### src/rtl/ex_mem_reg.sv
// EX/MEM pipeline register: carries the execute result to the memory stage and
// keeps the madd/msub partial product and step count while execute is stalled.
module ex_mem_reg #(
    parameter int unsigned STALL_W = 6,
    parameter int unsigned EX_IDX  = 3,
    parameter int unsigned MEM_IDX = 4
) (
    input  logic               clk,
    input  logic               rst,
    input  logic [STALL_W-1:0] stall,
    input  logic               flush,
    input  logic [4:0]         ex_dest_addr,
    input  logic               ex_wreg,
    input  logic [31:0]        ex_dest_data,
    input  logic [31:0]        ex_hi,
    input  logic [31:0]        ex_lo,
    input  logic               ex_whilo,
    input  logic [63:0]        ex_hilo_temp,
    input  logic [1:0]         ex_cnt,
    output logic [4:0]         mem_dest_addr,
    output logic               mem_wreg,
    output logic [31:0]        mem_dest_data,
    output logic [31:0]        mem_hi,
    output logic [31:0]        mem_lo,
    output logic               mem_whilo,
    output logic [63:0]        hilo_temp_out,
    output logic [1:0]         cnt_out
);

    localparam int unsigned AW  = 5;
    localparam int unsigned DW  = 32;
    localparam int unsigned HLW = 64;
    localparam int unsigned CW  = 2;

    logic [AW-1:0]  dest_addr_q, dest_addr_d;
    logic           wreg_q, wreg_d;
    logic [DW-1:0]  dest_data_q, dest_data_d;
    logic [DW-1:0]  hi_q, hi_d;
    logic [DW-1:0]  lo_q, lo_d;
    logic           whilo_q, whilo_d;
    logic [HLW-1:0] hilo_temp_q, hilo_temp_d;
    logic [CW-1:0]  cnt_q, cnt_d;

    logic stall_ex, stall_mem;
    logic unused_stall;

    assign stall_ex     = stall[EX_IDX];
    assign stall_mem    = stall[MEM_IDX];
    assign unused_stall = ^stall;

    // Action select: flush, then advance (illegal ex=0/mem=1 lands here), bubble, else hold.
    always_comb begin
        dest_addr_d = dest_addr_q;
        wreg_d      = wreg_q;
        dest_data_d = dest_data_q;
        hi_d        = hi_q;
        lo_d        = lo_q;
        whilo_d     = whilo_q;
        hilo_temp_d = hilo_temp_q;
        cnt_d       = cnt_q;
        if (flush) begin
            dest_addr_d = '0;
            wreg_d      = 1'b0;
            dest_data_d = '0;
            hi_d        = '0;
            lo_d        = '0;
            whilo_d     = 1'b0;
            hilo_temp_d = '0;
            cnt_d       = '0;
        end else if (!stall_ex) begin
            dest_addr_d = ex_dest_addr;
            wreg_d      = ex_wreg;
            dest_data_d = ex_dest_data;
            hi_d        = ex_hi;
            lo_d        = ex_lo;
            whilo_d     = ex_whilo;
            hilo_temp_d = '0;
            cnt_d       = '0;
        end else if (!stall_mem) begin
            dest_addr_d = '0;
            wreg_d      = 1'b0;
            dest_data_d = '0;
            hi_d        = '0;
            lo_d        = '0;
            whilo_d     = 1'b0;
            hilo_temp_d = ex_hilo_temp;
            cnt_d       = ex_cnt;
        end
    end

    always_ff @(posedge clk) begin
        if (rst) begin
            dest_addr_q <= '0;
            wreg_q      <= 1'b0;
            dest_data_q <= '0;
            hi_q        <= '0;
            lo_q        <= '0;
            whilo_q     <= 1'b0;
            hilo_temp_q <= '0;
            cnt_q       <= '0;
        end else begin
            dest_addr_q <= dest_addr_d;
            wreg_q      <= wreg_d;
            dest_data_q <= dest_data_d;
            hi_q        <= hi_d;
            lo_q        <= lo_d;
            whilo_q     <= whilo_d;
            hilo_temp_q <= hilo_temp_d;
            cnt_q       <= cnt_d;
        end
    end

    assign mem_dest_addr = dest_addr_q;
    assign mem_wreg      = wreg_q;
    assign mem_dest_data = dest_data_q;
    assign mem_hi        = hi_q;
    assign mem_lo        = lo_q;
    assign mem_whilo     = whilo_q;
    assign hilo_temp_out = hilo_temp_q;
    assign cnt_out       = cnt_q;

endmodule

### config.mk
export PLATFORM = sky130hd
export DESIGN_NAME = ex_mem_reg
export DESIGN_NICKNAME = d
export VERILOG_FILES = /design/src/rtl/ex_mem_reg.sv
export SDC_FILE = /design/constraint.sdc
export NUM_CORES = 1
export LEC_CHECK = 0
export ABC_AREA = 0
export BUFFER_PORTS_ARGS = -buffer_cell sky130_fd_sc_hd__clkbuf_2
export CAP_MARGIN = 25
export CORE_AREA = 2 2 136 138
export CTS_BUF_LIST = sky130_fd_sc_hd__clkbuf_16
export DETAILED_ROUTE_END_ITERATION = 7
export DIE_AREA = 0 0 138 140
export PLACE_DENSITY = 0.7
export SYNTH_ARGS = -nofsm -noshare
export SYNTH_HDL_FRONTEND = slang
export SYNTH_SLANG_ARGS = --single-unit
### constraint.sdc
create_clock -name clk -period 2.93 [get_ports clk]
set_input_delay 0.293 -clock clk [delete_from_list [all_inputs] [get_ports clk]]
set_output_delay 0.293 -clock clk [all_outputs]
set_load 0.03 [all_outputs]
==> out/results.tsv <==
metric	value	unit
num_antenna_cells	0	
drtPass1Iterations	4	
antenna_found_initial	0	
cts_setup_buffers	0	
routed-wl-met2	8230	um
critical_path.most_common_cell	buf_4	
critPathMaxStageDelay	510	ps
wl_met1	7300	um
cap_violations	0	
grt_usage	17.6	%
final_max_slew_viol_count	0	
p_per_area	592	mW/mm2
wl	17400	um
cp-end-kind	register	
fin_crit	1500	ps
drt-initial-drc-count	240	
hold_viol_final	0	
ir_drop	0.368	mV
drive_gt1_share	38.2	%
cts_hold_buf	0	
hp-class	input pin to register	
clockBufferDepth	2	
finalSetupTns	0	ps
vias_per_cell	4.64	
path_cells	buf_4, or3b_2, buf_4, nor2_1	
clk_latency	410	ps
area_delta_synth_final	37.8	%
num-nets-final	1157	
final_cells	1221	
vias	5666	
grt_pass1_wl	27900	um
critPathLaunchType	input pin	
antenna_left	0	
crit_required	3270	ps
dr_wl_met3	1500	um
clk_pin_slew	70	ps
place_inst	1189	
hold_slack	103	ps
grt_start_max_net_pins	142	
drc	0	
rsz0062_at_grt	false	
setup_viol	0	
timing.fmax	0.667	GHz
dr.max_layer_used	met4	
cts_buffers	17	
root_buffer	clkbuf_16	
ys_seq_area_share	53.9	%
slowest_stage	or3b_2	
final.setup_skew	0	ps
die_y	140	um
ys_ff_latch	169	
tightest_slew	684	ps
wire_per_inst	14.2	um
grt_pass1_vias	5367	
critPathBufInv	2	
syn_avg_cell_area	9.33	um2
path_delay_family	buffers and inverters	
p_leak	4.04	nW
syn_nets	851	
cts_resized	0	
die-area	0.0193	mm2
grt-ovfl-total	0	
clock_sinks	169	
arrival	1840	ps
htreeDepth	4	
max_slew_margin	54.4	%
rows	49	
fin_util	48.7	%
io_buffers	342	
dp_hpwl	12200	um
ys_warn_count	0	
netlist-cell-type-count	13	
path_class	input pin to register	
power	5.13	mW
timing.critical_path.fanout_max	67	
io_pins	347	
fp.dieW	138	um
gp_congestion	0.771	
fin_crit_sh	51.1	%
start_util	35.3	%
netlist_area	0.00628	mm2
cts_tree	built	
status	finished clean	
synthCells	673	
coreArea	0.0178	mm2
-- worst min-delay path: cells and delay by family --
| family | cells | cell delay [ps] |
|---|---|---|
| simple gates | 1 | 50 |
| buf+inv | 1 | 80 |
| compound gates | 1 | 50 |
-- cell usage after synthesis --
master | number | area (um2)
buf_2 | 22 | 110
clkbuf_1 | 29 | 109
buf_6 | 4 | 45.0
mux2i_1 | 66 | 661
buf_4 | 3 | 22.5
dfxtp_1 | 169 | 3380
buf_1 | 3 | 11.3
a21oi_1 | 103 | 515
nor2_1 | 66 | 248
nand2b_1 | 103 | 644
nand3_1 | 103 | 515
or2_2 | 1 | 6.26
or3b_1 | 1 | 8.76
-- layer usage --
metal  up-vias  GRT usage, %
met1      2531          21.3
met5         -             0
met3        25          6.50
met4         0          6.02
met2       232          29.2
li1       2878             -
-- kinds of logic (layout without fill, tap and decap cells) --
group / count (synthesis) / in the layout / share of synthesized area [%]
compound gates: 103 / 103 / 8.21
buf+inv: 61 / 380 / 4.74
flops: 169 / 169 / 53.9
mux: 66 / 66 / 10.5
simple gates: 274 / 274 / 22.7
-- state kept, by name (all words and copies together), names as in the netlist --
register / count
hilo_temp_out: 64
mem_wreg: 1
cnt_out: 2
mem_lo: 32
mem_hi: 32
mem_dest_addr: 5
mem_whilo: 1
mem_dest_data: 32
-- layout by cell type, fill, tap and decap left out, drive strengths merged, types with 6 or more instances in the layout --
cell    instances
clkbuf        357
inv             6
a21oi         103
nand2b        103
clkinv          7
nor2           66
mux2i          66
dfxtp         169
buf             8
nand3         103
-- final timing paths --
check	startpoint	endpoint	slack, ps	cells past startpoint
max reg2reg	mem_dest_data[19]$_SDFFE_PP0P_	mem_dest_data[19]$_SDFFE_PP0P_	2260	2
min	ex_hi[24]	mem_hi[24]$_SDFFE_PP0P_	100	3
min reg2reg	mem_dest_data[29]$_SDFFE_PP0P_	mem_dest_data[29]$_SDFFE_PP0P_	470	2
max	stall[3]	hilo_temp_out[57]$_SDFFE_PP0N_	1430	4
-- power breakdown --
part           internal, mW  switching [mW]
clock                  1.19           0.990
combinational         0.226           0.336
sequential             2.35          0.0287
total                  3.77            1.35
-- stage by stage --
stage / instance area, um2 / setup WS (ps)
5_1_grt: 8660 / 1340
6_report: 8660 / 1430
2_1_floorplan: 6280 / 1700
3_5_place_dp: 8090 / 1000
3_3_place_gp: 8090 / 1050
4_1_cts: 8660 / 1460
-- cell type report --
cell class                      count  area (um2)
Clock inverter                     15         144
Clock buffer                       17         425
Tap cell                          229         287
Multi-Input combinational cell    443        2600
Timing Repair Buffer              348        1820
Sequential cell                   169        3380
Fill cell                        1751        9120
Note: power is estimated with default switching activity, not from simulation.
